### src/rtl/alu_pkg.sv
// Shared definitions for the EX-stage ALU issue path.
// Contents: datapath width default, ALU operation codes, MIPS opcode/funct
// encodings, issue FSM state type and the default-width issue bundle.
package alu_pkg;

  localparam int unsigned DATA_W  = 32;
  localparam int unsigned IMM_W   = 16;
  localparam int unsigned OP_W    = 6;
  localparam int unsigned ALUOP_W = 3;
  localparam int unsigned REG_W   = 5;

  // ALU operation codes
  localparam logic [ALUOP_W-1:0] ALU_AND = 3'd0;
  localparam logic [ALUOP_W-1:0] ALU_OR  = 3'd1;
  localparam logic [ALUOP_W-1:0] ALU_ADD = 3'd2;
  localparam logic [ALUOP_W-1:0] ALU_SUB = 3'd3;
  localparam logic [ALUOP_W-1:0] ALU_SLT = 3'd4;

  // Primary opcodes (instruction [31:26])
  localparam logic [OP_W-1:0] OPC_RTYPE = 6'h00;
  localparam logic [OP_W-1:0] OPC_BEQ   = 6'h04;
  localparam logic [OP_W-1:0] OPC_ADDI  = 6'h08;
  localparam logic [OP_W-1:0] OPC_SLTI  = 6'h0A;
  localparam logic [OP_W-1:0] OPC_ANDI  = 6'h0C;
  localparam logic [OP_W-1:0] OPC_ORI   = 6'h0D;
  localparam logic [OP_W-1:0] OPC_LW    = 6'h23;
  localparam logic [OP_W-1:0] OPC_SW    = 6'h2B;

  // R-type function codes (instruction [5:0])
  localparam logic [OP_W-1:0] FN_ADD = 6'h20;
  localparam logic [OP_W-1:0] FN_SUB = 6'h22;
  localparam logic [OP_W-1:0] FN_AND = 6'h24;
  localparam logic [OP_W-1:0] FN_OR  = 6'h25;
  localparam logic [OP_W-1:0] FN_SLT = 6'h2A;

  typedef enum logic [1:0] {
    ST_EMPTY = 2'd0,
    ST_ONE   = 2'd1,
    ST_TWO   = 2'd2
  } issue_state_t;

  // Issue bundle at the default datapath width
  typedef struct packed {
    logic [DATA_W-1:0]  a;
    logic [DATA_W-1:0]  b;
    logic [ALUOP_W-1:0] aluop;
    logic [REG_W-1:0]   rd;
    logic               wb_en;
    logic               illegal;
  } issue_bundle_t;

endpackage

### src/rtl/alu_ctrl_decode.sv
// Combinational ALU control decode from raw instruction fields.
// Ports: opcode/funct in; aluop_c, b_imm_c (operand B from immediate),
// imm_sext_c (sign- vs zero-extend), wb_en_c, illegal_c out.
module alu_ctrl_decode
  import alu_pkg::*;
(
  input  logic [OP_W-1:0]    opcode,
  input  logic [OP_W-1:0]    funct,
  output logic [ALUOP_W-1:0] aluop_c,
  output logic               b_imm_c,
  output logic               imm_sext_c,
  output logic               wb_en_c,
  output logic               illegal_c
);

  // Unsupported encodings fall through to ADD on rt with no writeback
  always_comb begin
    aluop_c    = ALU_ADD;
    b_imm_c    = 1'b0;
    imm_sext_c = 1'b1;
    wb_en_c    = 1'b0;
    illegal_c  = 1'b0;
    case (opcode)
      OPC_RTYPE: begin
        wb_en_c = 1'b1;
        case (funct)
          FN_ADD:  aluop_c = ALU_ADD;
          FN_SUB:  aluop_c = ALU_SUB;
          FN_AND:  aluop_c = ALU_AND;
          FN_OR:   aluop_c = ALU_OR;
          FN_SLT:  aluop_c = ALU_SLT;
          default: begin
            wb_en_c   = 1'b0;
            illegal_c = 1'b1;
          end
        endcase
      end
      OPC_ADDI: begin aluop_c = ALU_ADD; b_imm_c = 1'b1; wb_en_c = 1'b1; end
      OPC_SLTI: begin aluop_c = ALU_SLT; b_imm_c = 1'b1; wb_en_c = 1'b1; end
      OPC_LW:   begin aluop_c = ALU_ADD; b_imm_c = 1'b1; wb_en_c = 1'b1; end
      OPC_ANDI: begin
        aluop_c = ALU_AND; b_imm_c = 1'b1; imm_sext_c = 1'b0; wb_en_c = 1'b1;
      end
      OPC_ORI: begin
        aluop_c = ALU_OR; b_imm_c = 1'b1; imm_sext_c = 1'b0; wb_en_c = 1'b1;
      end
      OPC_SW:   begin aluop_c = ALU_ADD; b_imm_c = 1'b1; end
      OPC_BEQ:  aluop_c = ALU_SUB;
      default:  illegal_c = 1'b1;
    endcase
  end

endmodule

### src/rtl/alu_issue_stage.sv
// Issue stage toward the EX ALU: decodes ID fields into an operand bundle and
// presents it through a registered valid/ready stage with a one-entry skid.
// Ports: in_* handshake + instruction fields from ID, flush, out_* handshake
// + registered bundle (a, b, aluop, rd, wb_en, illegal) toward EX.
module alu_issue_stage
  import alu_pkg::*;
#(
  parameter int unsigned WIDTH = DATA_W
) (
  input  logic                 clk,
  input  logic                 rst_n,
  input  logic                 in_valid,
  output logic                 in_ready,
  input  logic [OP_W-1:0]      in_opcode,
  input  logic [OP_W-1:0]      in_funct,
  input  logic [IMM_W-1:0]     in_imm,
  input  logic [WIDTH-1:0]     in_rs_val,
  input  logic [WIDTH-1:0]     in_rt_val,
  input  logic [REG_W-1:0]     in_rd,
  input  logic                 flush,
  output logic                 out_valid,
  input  logic                 out_ready,
  output logic [WIDTH-1:0]     out_a,
  output logic [WIDTH-1:0]     out_b,
  output logic [ALUOP_W-1:0]   out_aluop,
  output logic [REG_W-1:0]     out_rd,
  output logic                 out_wb_en,
  output logic                 out_illegal
);

  // Bundle at this instance's datapath width
  typedef struct packed {
    logic [WIDTH-1:0]   a;
    logic [WIDTH-1:0]   b;
    logic [ALUOP_W-1:0] aluop;
    logic [REG_W-1:0]   rd;
    logic               wb_en;
    logic               illegal;
  } bundle_t;

  issue_state_t state, state_nxt;
  bundle_t      main_q, skid_q, in_bundle_c;

  logic [ALUOP_W-1:0] aluop_c;
  logic               b_imm_c, imm_sext_c, wb_en_c, illegal_c;
  logic [WIDTH-1:0]   imm_ext_c;
  logic               accept_c, out_hs_c;
  logic               load_main_in_c, load_skid_in_c, load_main_skid_c;

  alu_ctrl_decode u_decode (
    .opcode     (in_opcode),
    .funct      (in_funct),
    .aluop_c    (aluop_c),
    .b_imm_c    (b_imm_c),
    .imm_sext_c (imm_sext_c),
    .wb_en_c    (wb_en_c),
    .illegal_c  (illegal_c)
  );

  // Operand B assembly and incoming bundle
  always_comb begin
    imm_ext_c = imm_sext_c ? {{(WIDTH-IMM_W){in_imm[IMM_W-1]}}, in_imm}
                           : {{(WIDTH-IMM_W){1'b0}}, in_imm};
    in_bundle_c.a       = in_rs_val;
    in_bundle_c.b       = b_imm_c ? imm_ext_c : in_rt_val;
    in_bundle_c.aluop   = aluop_c;
    in_bundle_c.rd      = in_rd;
    in_bundle_c.wb_en   = wb_en_c;
    in_bundle_c.illegal = illegal_c;
  end

  assign accept_c = in_valid & in_ready;
  assign out_hs_c = out_valid & out_ready;

  // Next-state and register-load selection; flush overrides everything
  always_comb begin
    state_nxt        = state;
    load_main_in_c   = 1'b0;
    load_skid_in_c   = 1'b0;
    load_main_skid_c = 1'b0;
    if (flush) begin
      state_nxt = ST_EMPTY;
    end else begin
      case (state)
        ST_EMPTY: begin
          if (accept_c) begin
            state_nxt      = ST_ONE;
            load_main_in_c = 1'b1;
          end
        end
        ST_ONE: begin
          if (accept_c && out_hs_c) begin
            load_main_in_c = 1'b1;
          end else if (accept_c) begin
            state_nxt      = ST_TWO;
            load_skid_in_c = 1'b1;
          end else if (out_hs_c) begin
            state_nxt = ST_EMPTY;
          end
        end
        ST_TWO: begin
          if (out_hs_c) begin
            state_nxt        = ST_ONE;
            load_main_skid_c = 1'b1;
          end
        end
        default: state_nxt = ST_EMPTY;
      endcase
    end
  end

  // State, handshake flags and bundle registers
  always_ff @(posedge clk or negedge rst_n) begin
    if (!rst_n) begin
      state     <= ST_EMPTY;
      out_valid <= 1'b0;
      in_ready  <= 1'b1;
      main_q    <= '0;
      skid_q    <= '0;
    end else begin
      state     <= state_nxt;
      out_valid <= (state_nxt != ST_EMPTY);
      in_ready  <= (state_nxt != ST_TWO);
      if (load_main_in_c) begin
        main_q <= in_bundle_c;
      end else if (load_main_skid_c) begin
        main_q <= skid_q;
      end
      if (load_skid_in_c) begin
        skid_q <= in_bundle_c;
      end
    end
  end

  assign out_a       = main_q.a;
  assign out_b       = main_q.b;
  assign out_aluop   = main_q.aluop;
  assign out_rd      = main_q.rd;
  assign out_wb_en   = main_q.wb_en;
  assign out_illegal = main_q.illegal;

endmodule
### config.mk
export PLATFORM = sky130hd
export DESIGN_NAME = alu_issue_stage
export DESIGN_NICKNAME = d
export VERILOG_FILES = /design/src/rtl/alu_pkg.sv /design/src/rtl/alu_ctrl_decode.sv /design/src/rtl/alu_issue_stage.sv
export SDC_FILE = /design/constraint.sdc
export NUM_CORES = 1
export LEC_CHECK = 0
export CAP_MARGIN = 20
export CORE_UTILIZATION = 49
export CTS_CLUSTER_SIZE = 20
export DETAILED_ROUTE_END_ITERATION = 8
export GPL_ROUTABILITY_DRIVEN = 1
export HOLD_SLACK_MARGIN = 0.1
export PLACE_DENSITY = 0.81
export SLEW_MARGIN = 20
export SYNTH_ARGS = -nofsm -noshare
export SYNTH_HDL_FRONTEND = slang
export SYNTH_SLANG_ARGS = --single-unit
### constraint.sdc
create_clock -name clk -period 2.2 [get_ports clk]
set_clock_uncertainty 0.1 [all_clocks]
set_input_delay 0.22 -clock clk [delete_from_list [all_inputs] [get_ports clk]]
set_output_delay 0.22 -clock clk [all_outputs]
set_load 0.05 [all_outputs]
==> metrics.yaml, run 1 <==
run_status:
  status: "finished, final reports clean"
placed_design:
  post_dp_cell_area_mm2: 0.00868
  gp_congestion: 0.839
  pre_cts_slack_ns: -0.0680
  dp_hpwl_mm: 11.0
  placed_cells: 909
  port-buffer-count: 177
cells_and_area:
  antenna_cells: 0
  design_area_mm2: 0.00934
  num-nets-final: 855
  final_cells: 942
  multiInputGateArea_mm2: 0.00262
  syn2layout_area_growth_pct: 41.6
  fillers: 916
  drive_above_1_share: 0.134
  regArea_mm2: 0.00380
worst_setup_path:
  rr_endpoint: "skid_q[24]$_DFFE_PN0P_"
  slowest_delay_ns: 0.81
  crit_path_end_kind: "output port"
  critical_path.startpoint_type: "flop"
  worstPathCellList: "clkdlybuf4s50_1"
  startpoint: "in_ready$_DFF_PN1_"
  crit_fanout: 5
  r2r_cells: 6
  r2r_start: "in_ready$_DFF_PN1_"
  crit_buf_inv: 1
  r2r_slack_ns: 0.19
  cp_data_arrival_time_ns: 1.79
  crit_cells: 1
  endpoint: "in_ready"
  cp_top_family: "buffers and inverters"
  crit_slowest_cell: "clkdlybuf4s50_1"
  worstPathRequired_ns: 1.88
  critical_path_class: "flop to output port"
worst_hold_path:
  hold_path_class: "input port to async pin"
yosys:
  synth_fp_nets: 675
  synth-async-reset-ratio: 1.00
  yosysTopAreaCell: "dfrtp_1"
  synth_top_cells_by_area: "dfrtp_1 (57%), mux2i_1 (9.3%), mux2_2 (7.0%)"
  avgSynthCellArea_um2: 11.5
  synth_commonest_cells: "dfrtp_1 (151), nand2_1 (76), mux2i_1 (61), a22oi_1 (59), mux2_2 (41)"
  syn_area_mm2: 0.00660
  yosys.area.top_type_share: 0.573
  synth_ff_type: "dfrtp_1"
  synth_most_common_cell: "dfrtp_1"
  yosysWarningCount: 0
  synth_cell_types: 45
  syn_inst: 573
  synth_edf_count: 0
  yosysSeqAreaShare: 0.577
  ys_ff_latch: 152
global_route:
  grt_antenna_before_repair: 0
  grt_overflow_total: 0
  grt_pass1_vias: 5430
  grt_max_degree: 55
  grt_util_all_layers: 0.253
  grt_pass1_wl_mm: 27.4
routing:
  vias: 5225
  dr.pass1.iters: 5
  ant_nets: 0
  drt_iter0_markers: 332
  drc: 0
  wl_mm: 16.5
  drt-wirelength-per-cell_um: 17.6
  vias_per_cell: 5.55
sta:
  post-route-period-util: 0.960
  slew_headroom: 0.624
  max_freq_mhz: 473
  hold_viol_final: 0
  tightest_slew_ns: 0.563
  rsz0062_at_grt: "no"
  final-setup-viol-count: 0
  setup_slack_ns: 0.0876
  min_period_ns: 2.11
  tns_ns: 0
  maxSlewViolCount: 0
cts:
  cts_setup_buffers: 0
  clk_pin_slew_ns: 0.06
  htree_levels: 4
  cts_tree: "done"
  cts_buffers: 17
  cts_root_buf: "clkbuf_16"
  clk_latency_ns: 0.42
  clock-sinks: 152
  clock_path_buffers: 2
power_and_ir_drop:
  p_per_area_mw_per_mm2: 1270
  max-vdd-ir-drop_v: 0.000752
  cellLeakagePower_nw: 3.99
die:
  row_count: 42
  die_h_um: 118
  core_area_mm2: 0.0132
  start_util: 0.500
  die_x_um: 118
  die-area_mm2: 0.0139
  io_pins: 178
run:
  drv_cap: 0
power by group:
group	internal (mW)	switching [mW]
clock network	1.97	1.16
logic	1.65	2.54
registers	3.91	0.639
total	7.53	4.35
how the worst min path moves through the flow:
stage / slack [ns] / from / end / depth (start not counted)
global placement: 0.09 / rst_n / out_a[1]$_DFFE_PN0P_ / 1
global route: 0.25 / rst_n / out_a[4]$_DFFE_PN0P_ / 2
CTS: 0.22 / rst_n / skid_q[2]$_DFFE_PN0P_ / 2
detailed placement: 0.09 / rst_n / out_a[2]$_DFFE_PN0P_ / 1
finish: 0.21 / rst_n / skid_q[43]$_DFFE_PN0P_ / 2
floorplan: -0.18 / rst_n / out_a[0]$_DFFE_PN0P_ / 0
state kept, by name, indices dropped and copies added (netlist names), 2 cells and up:
register   flops
skid_q        74
out_a         32
out_b         32
out_rd         5
out_aluop      3
state          2
cell type report:
type                       count  share of cell area
tap                          176              0.0236
timing repair buffer         198               0.218
clock inverter                13              0.0208
inverter                       4             0.00161
clock buffer                  19              0.0485
sequential                   152               0.407
multi-input combinational    380               0.281
kinds of logic (layout without fill, tap and decap cells):
| family | count (synthesis) | after routing | synth area share |
|---|---|---|---|
| AND/OR/NAND/NOR | 140 | 140 | 0.0932 |
| AO/OA/AOI/OAI | 137 | 137 | 0.136 |
| XOR/XNOR | 1 | 1 | 0.00133 |
| flip-flops | 152 | 152 | 0.577 |
| multiplexers | 102 | 102 | 0.163 |
| buffers and inverters | 41 | 234 | 0.0296 |
cell usage in the layout, fill, tap and decap left out, types with 2 or more instances in the layout:
cell type        synthesis  routed
buf_12                   0       8
clkinv_4                 0       5
clkdlybuf4s50_1          0     176
a21oi_1                 39      39
o21ai_1                 15      15
inv_6                    0       2
nand2_1                 76      76
a21boi_0                 2       2
nor2_1                  38      37
mux2i_1                 61      61
a22oi_1                 59      59
dfrtp_1                151     151
nand2b_1                 3       2
clkbuf_8                 0       2
nand3b_1                 2       2
nor2b_1                  2       2
and2_1                   2       2
o21ai_0                  8       8
nor3b_1                  5       5
buf_4                    0      12
bufinv_16                0       4
mux2_2                  41      41
a21o_1                   2       2
clkbuf_16                0      17
inv_1                    4       4
a22o_1                   2       2
timing repair:
item,4_1_cts,5_1_grt
endpoints found under the hold margin,152,0
hold buffers,1,0
resized for setup,0,0
routing by layer:
layer	global-route usage	wire (um)
met1	0.310	6740
met4	0.101	293
met2	0.428	8480
met5	0	0
met3	0.0620	1040
stage by stage:
step                       util  power, mW  hold slack [ns]
after floorplan               -       7.15           -0.176
after global placement    0.658       8.56           0.0937
after detailed placement  0.658       8.77           0.0939
after CTS                 0.708       11.9            0.216
after global routing      0.708       12.5            0.248
final                     0.708       11.9            0.214
Note: power is estimated with default switching activity, not from simulation.
==> inputs of run 2 (changes only) <==
--- a/config.mk
+++ b/config.mk
@@ -6,12 +6,13 @@
 export NUM_CORES = 1
 export LEC_CHECK = 0
 export CAP_MARGIN = 20
-export CORE_UTILIZATION = 49
+export CORE_UTILIZATION = 44
 export CTS_CLUSTER_SIZE = 20
 export DETAILED_ROUTE_END_ITERATION = 8
 export GPL_ROUTABILITY_DRIVEN = 1
 export HOLD_SLACK_MARGIN = 0.1
-export PLACE_DENSITY = 0.81
+export PLACE_DENSITY = 0.77
+export RECOVER_POWER = 50
 export SLEW_MARGIN = 20
 export SYNTH_ARGS = -nofsm -noshare
 export SYNTH_HDL_FRONTEND = slang
==> constraint.sdc (replaced) <==
create_clock -name clk -period 1.8 [get_ports clk]
set_clock_uncertainty 0.1 [all_clocks]
set_input_delay 0.18 -clock clk [delete_from_list [all_inputs] [get_ports clk]]
set_output_delay 0.18 -clock clk [all_outputs]
set_load 0.05 [all_outputs]
==> run 2 against run 1 <==
Effect of this change: the run now ends with negative setup slack left; via count rose by 4.3%; sequential share of layout area fell by 2.1 points; core utilization fell by 3.2 points; sequential power rose by 23%; clock power rose by 16%; design area rose by 5.7%; critical endpoint is now skid_q[64]$_DFFE_PN0P_; highest routed layer unchanged.
==> metrics.yaml, run 2 (synthesized netlist as in run 1, its figures left out) <==
cells_and_area:
  syn2layout_area_growth_pct: 49.6
  antenna_cells: 0  # unchanged
  final_cells: 986  # +4.7%
  top_register: "skid_q"
  largest_reg_flops: 74  # unchanged
  drive_above_1_share: 0.202  # +0.0675
  mostFrequentLayoutCell: "dfrtp_1"
  fillers: 1069  # +17%
  design_area_mm2: 0.00987  # +5.7%
  mostFrequentLayoutCells: "dfrtp_1 (150), clkdlybuf4s50_1 (99), nand2_1 (76), mux2i_1 (60)"
  num-nets-final: 891  # +4.2%
placed_design:
  port-buffer-count: 177  # unchanged
  dp_hpwl_mm: 11.1  # +1.1%
  gp_congestion: 0.787  # -6.1%
  post_dp_cell_area_mm2: 0.00892  # +2.7%
  placed_cells: 941  # +3.5%
sta:
  hold_viol_final: 0  # unchanged
  min_period_ns: 1.82
  post-route-period-util: 1.01
  setup_slack_ns: -0.0196  # -0.107 ns
  max_freq_mhz: 550
  tightest_slew_ns: 1.24  # +0.677 ns
  maxSlewViolCount: 0  # unchanged
  slew_headroom: 0.174  # -0.450
  rsz0062_at_grt: "yes"
  tns_ns: -0.145  # -0.145 ns
  final-setup-viol-count: 22  # +22
die:
  row_count: 44  # +4.8%
  die_x_um: 124  # +5.4%
  io_pins: 178  # unchanged
  core_area_mm2: 0.0146  # +11%
  die-area_mm2: 0.0155  # +11%
  start_util: 0.452  # -0.0479
  die_h_um: 124  # +5.4%
run_status:
  status: "finished, violations left"
  failed_checks: "negative setup slack"
routing:
  vias: 5451  # +4.3%
  dr.pass1.iters: 5  # unchanged
  vias_per_cell: 5.53  # -0.33%
  ant_nets: 0  # unchanged
  drc: 0  # unchanged
  wl_mm: 18.5  # +12%
  drt-wirelength-per-cell_um: 18.8  # +7.0%
  drt_iter0_markers: 350  # +5.4%
cts:
  clk_latency_ns: 0.41  # about the same
  cts_root_buf: "clkbuf_16"
  cts_tree: "done"
  clock_path_buffers: 2  # unchanged
  clock-sinks: 152  # unchanged
  clk_pin_slew_ns: 0.06  # about the same
  htree_levels: 4  # unchanged
  cts_buffers: 17  # unchanged
worst_hold_path:
  whs_path_depth: 5
  hold_path_class: "input port to flop"
power_and_ir_drop:
  design_power_total_mw: 14.4  # +21%
  p_per_area_mw_per_mm2: 1460  # +15%
  max-vdd-ir-drop_v: 0.000806  # +7.2%
  cellLeakagePower_nw: 4.47  # +12%
worst_setup_path:
  critical_path_class: "flop to flop"
  crit_slowest_cell: "dfstp_4"
  crit_buf_inv: 2  # +1
  r2r_cells: 5  # -1
  worstPathRequired_ns: 2.00  # +0.12 ns
  worstPathCellList: "nand4bb_4 > nor2_4 > buf_12 > buf_6 > mux2_2"
  critical_path.startpoint_type: "flop"
  cp_top_family: "flip-flops"
  crit_fanout: 7  # +2
  crit_path_end_kind: "flop"
  cp_data_arrival_time_ns: 2.02  # +0.23 ns
  slowest_delay_ns: 0.63  # -0.18 ns
  crit_cells: 5  # +4
run:
  drv_cap: 0  # unchanged
global_route:
  grt_pass1_wl_mm: 28.0  # +2.2%
  grt_max_degree: 50  # -9.1%
  grt_util_all_layers: 0.223  # -0.0297
  grt_pass1_vias: 5538  # +2.0%
  grt_overflow_total: 0  # unchanged
  grt_antenna_before_repair: 0  # unchanged
[run 2: final cells by class]
cell class	count	area [um2]	share of cell area
clock buffers	18	429	0.0435
clock inverters	14	174	0.0176
inverters	4	15.0	0.00152
multi-input cells	380	2800	0.284
flip-flops and latches	152	3810	0.386
well taps	184	230	0.0233
repair buffers	234	2410	0.244
[run 2: routing by layer]
metal	global-route usage	vias up	wire length [um]
met5	0	-	0
met4	0.0595	0	221
met3	0.0666	21	1350
met2	0.362	206	9170
met1	0.290	2744	7790
li1	-	2480	-
[run 2: final timing paths]
check                                       from                      end  slack, ns
max in group asynchronous                  rst_n       in_ready$_DFF_PN1_       0.23
setup reg to reg              in_ready$_DFF_PN1_   skid_q[64]$_DFFE_PN0P_      -0.02
hold / removal                      in_opcode[2]  out_illegal$_DFFE_PN0P_       0.32
setup / recovery              in_ready$_DFF_PN1_   skid_q[64]$_DFFE_PN0P_      -0.02
min in group asynchronous                  rst_n    out_rd[1]$_DFFE_PN0P_       0.46
hold reg to reg            out_rd[0]$_DFFE_PN0P_    out_rd[0]$_DFFE_PN0P_       0.37
[run 2: worst min-delay path, cell delays in order]
cell and delay [ns]:
dlymetal6s2s_1 0.20, inv_1 0.07, o31ai_1 0.08, a21oi_1 0.08
a21o_1 0.18
[run 2: power breakdown]
part / internal, mW / switching, mW
clock network: 2.19 / 1.44
logic: 1.99 / 3.22
registers: 4.78 / 0.807
total: 8.96 / 5.47
[run 2: metrics by stage]
step                      hold slack, ns  utilization  worst slack [ns]
after floorplan                   -0.216            -           -0.0406
after global placement            0.0483        0.611            -0.357
after detailed placement          0.0530        0.611            -0.435
after CTS                          0.183        0.648           0.00232
after global routing               0.308        0.677           -0.0543
final                              0.323        0.677           -0.0196
[run 2: what timing repair did]
item,CTS,global route
gates cloned,0,10
endpoints found under the setup margin,59,111
hold buffers,1,0
pin swaps,0,1
buffers inserted,0,2
gates resized for setup,59,61
endpoints found under the hold margin,151,0
==> inputs of run 3 (changes only) <==
==> constraint.sdc (replaced) <==
create_clock -name clk -period 1.8 [get_ports clk]
set_clock_uncertainty 0.1 [all_clocks]
set_input_delay 0.36 -clock clk [delete_from_list [all_inputs] [get_ports clk]]
set_output_delay 0.36 -clock clk [all_outputs]
set_load 0.05 [all_outputs]
==> run 3 against run 2 <==
Effect of this change: the flow still finishes with violations (negative setup slack); worst setup slack lost 0.020 ns; first-iteration DRC count grew 17%; clock power shrank 2%; critical path depth is the same; sequential power is essentially flat; wire length grew 3.9%; largest cell class unchanged; highest routed layer unchanged.
==> metrics.yaml, run 3 (synthesized netlist as in run 1, its figures left out) <==
worst_setup_path:
  crit_cells: 5  # unchanged
  critical_path_class: "flop to flop"
  cp_top_family: "flip-flops"
  crit_path_end_kind: "flop"
  slowest_delay_ns: 0.64  # about the same
  worstPathRequired_ns: 2.00  # about the same
  crit_slowest_cell: "dfstp_4"
  worstPathCellList: "nand4bb_4 > nor2_4 > buf_12 > clkbuf_16 > mux2_4"
  rr_endpoint: "skid_q[5]$_DFFE_PN0P_"
  r2r_cells: 5  # unchanged
  critical_path.startpoint_type: "flop"
  r2r_start: "in_ready$_DFF_PN1_"
  cp_data_arrival_time_ns: 2.04  # +0.02 ns
  r2r_slack_ns: -0.04  # -0.02 ns
  crit_buf_inv: 2  # unchanged
  startpoint: "in_ready$_DFF_PN1_"
  endpoint: "skid_q[5]$_DFFE_PN0P_"
  crit_fanout: 8  # +1
routing:
  ant_nets: 0  # unchanged
  vias_per_cell: 5.61  # +1.5%
  drc: 0  # unchanged
  vias: 5598  # +2.7%
  wl_mm: 19.3  # +3.9%
  dr.pass1.iters: 6  # +1
  drt_iter0_markers: 408  # +17%
  drt-wirelength-per-cell_um: 19.3  # +2.7%
cts:
  clk_pin_slew_ns: 0.06  # about the same
  clock_path_buffers: 2  # unchanged
  htree_levels: 4  # unchanged
  cts_root_buf: "clkbuf_16"
  cts_tree: "done"
  clock-sinks: 152  # unchanged
  cts_buffers: 17  # unchanged
  clk_latency_ns: 0.42  # about the same
die:
  die_h_um: 124  # unchanged
  die-area_mm2: 0.0155  # unchanged
  start_util: 0.452  # unchanged
  core_area_mm2: 0.0146  # unchanged
  die_x_um: 124  # unchanged
  io_pins: 178  # unchanged
  row_count: 44  # unchanged
sta:
  tightest_slew_ns: 1.08  # -0.155 ns
  maxSlewViolCount: 0  # unchanged
  post-route-period-util: 1.02  # +0.0112
  setup_slack_ns: -0.0397  # -0.0201 ns
  final-setup-viol-count: 36  # +64%
  slew_headroom: 0.277  # +0.103
  max_freq_mhz: 544  # -1.1%
  min_period_ns: 1.84  # +0.0201 ns
  hold_viol_final: 0  # unchanged
  rsz0062_at_grt: "yes"
global_route:
  grt_max_degree: 47  # -6.0%
  grt_pass1_wl_mm: 28.6  # +2.4%
  grt_util_all_layers: 0.235  # +0.0118
  grt_pass1_vias: 5678  # +2.5%
  grt_overflow_total: 0  # unchanged
  grt_antenna_before_repair: 0  # unchanged
cells_and_area:
  design_area_mm2: 0.00997  # +1.0%
  antenna_cells: 0  # unchanged
  mostFrequentLayoutCells: "dfrtp_1 (149), buf_4 (97), clkdlybuf4s50_1 (94), nand2_1 (76), a22oi_1 (59)"
  mostFrequentLayoutCell: "dfrtp_1"
  num-nets-final: 903  # +1.3%
  top_register: "skid_q"
  largest_reg_flops: 74  # unchanged
  syn2layout_area_growth_pct: 51.1
  drive_above_1_share: 0.311  # +0.109
power_and_ir_drop:
  max-vdd-ir-drop_v: 0.00107  # +32%
  cellLeakagePower_nw: 4.52  # +1.1%
  p_per_area_mw_per_mm2: 1460  # -0.34%
placed_design:
  pre_cts_slack_ns: -0.625  # -0.190 ns
  post_dp_cell_area_mm2: 0.00885  # -0.79%
  gp_congestion: 0.782  # -0.74%
  dp_hpwl_mm: 11.6  # +3.8%
  port-buffer-count: 177  # unchanged
run_status:
  failed_checks: "negative setup slack"
  status: "finished, violations left"
run:
  drv_cap: 0  # unchanged
worst_hold_path:
  hold_path_class: "flop to flop"
## run 3: cell count changes in the layout (fill, tap and decap cells not counted), moves of 5 or more
cell,change
buf_4,+62
dlygate4sd2_1,-56
mux2i_1,-16
mux2i_2,+11
clkbuf_2,+9
clkbuf_1,-5
clkdlybuf4s50_1,-5
mux2_2,+5
mux2_4,-5
mux2i_4,+5
## run 3: metrics by stage
step / setup TNS [ns] / hold slack, ns / total power, mW / utilization / std cells
floorplan: -1.37 / -0.0356 / 8.75 / - / 573
global placement: -54.53 / 0.221 / 10.4 / 0.606 / 948
detailed placement: -62.66 / 0.231 / 10.7 / 0.606 / 948
CTS: -0.00638 / 0.350 / 14.3 / 0.659 / 985
global route: -4.98 / 0.389 / 15.2 / 0.683 / 998
finish: -0.944 / 0.372 / 14.5 / 0.683 / 998
## run 3: report_power, final
part           switching (mW)  internal [mW]
sequential              0.834           4.78
combinational            3.22           2.13
clock                    1.38           2.18
## run 3: what timing repair did
action | CTS | global route
cloned | 3 | 7
pin swaps | 4 | 4
setup endpoints to repair | 67 | 120
setup buffers | 1 | 6
endpoints found under the hold margin | 38 | 0
gates resized for setup | 22 | 61
hold buffers | 1 | 0
## run 3: layout make-up
cell class	count	area [um2]
Fill cell	1052	4620
Inverter	4	15.0
Timing Repair Buffer	246	2440
Tap cell	184	230
Sequential cell	152	3810
Multi-Input combinational cell	380	2880
Clock inverter	12	153
Clock buffer	20	437
## run 3: routing by layer
layer | vias up | GRT usage | wire, um
li1 | 2514 | - | -
met1 | 2811 | 0.284 | 7770
met2 | 228 | 0.393 | 9720
met3 | 45 | 0.0769 | 1310
met4 | 0 | 0.0815 | 453
met5 | - | 0 | 0
## run 3: how the worst min path moves through the flow
stage	cells past startpoint	endpoint	slack [ns]	from
3_5_place_dp	1	out_a[14]$_DFFE_PN0P_	0.23	rst_n
5_1_grt	2	out_a[22]$_DFFE_PN0P_	0.39	out_a[22]$_DFFE_PN0P_
4_1_cts	2	out_a[14]$_DFFE_PN0P_	0.35	rst_n
3_3_place_gp	1	out_a[14]$_DFFE_PN0P_	0.22	rst_n
2_1_floorplan	0	out_a[0]$_DFFE_PN0P_	-0.04	rst_n
6_report	2	out_a[22]$_DFFE_PN0P_	0.37	out_a[22]$_DFFE_PN0P_
## run 3: tightest hold or removal path, delay by kind of cell (launching register included)
kind / cells / cell delay (ns)
flip-flops: 1 / 0.34
AND/OR/NAND/NOR: 2 / 0.10
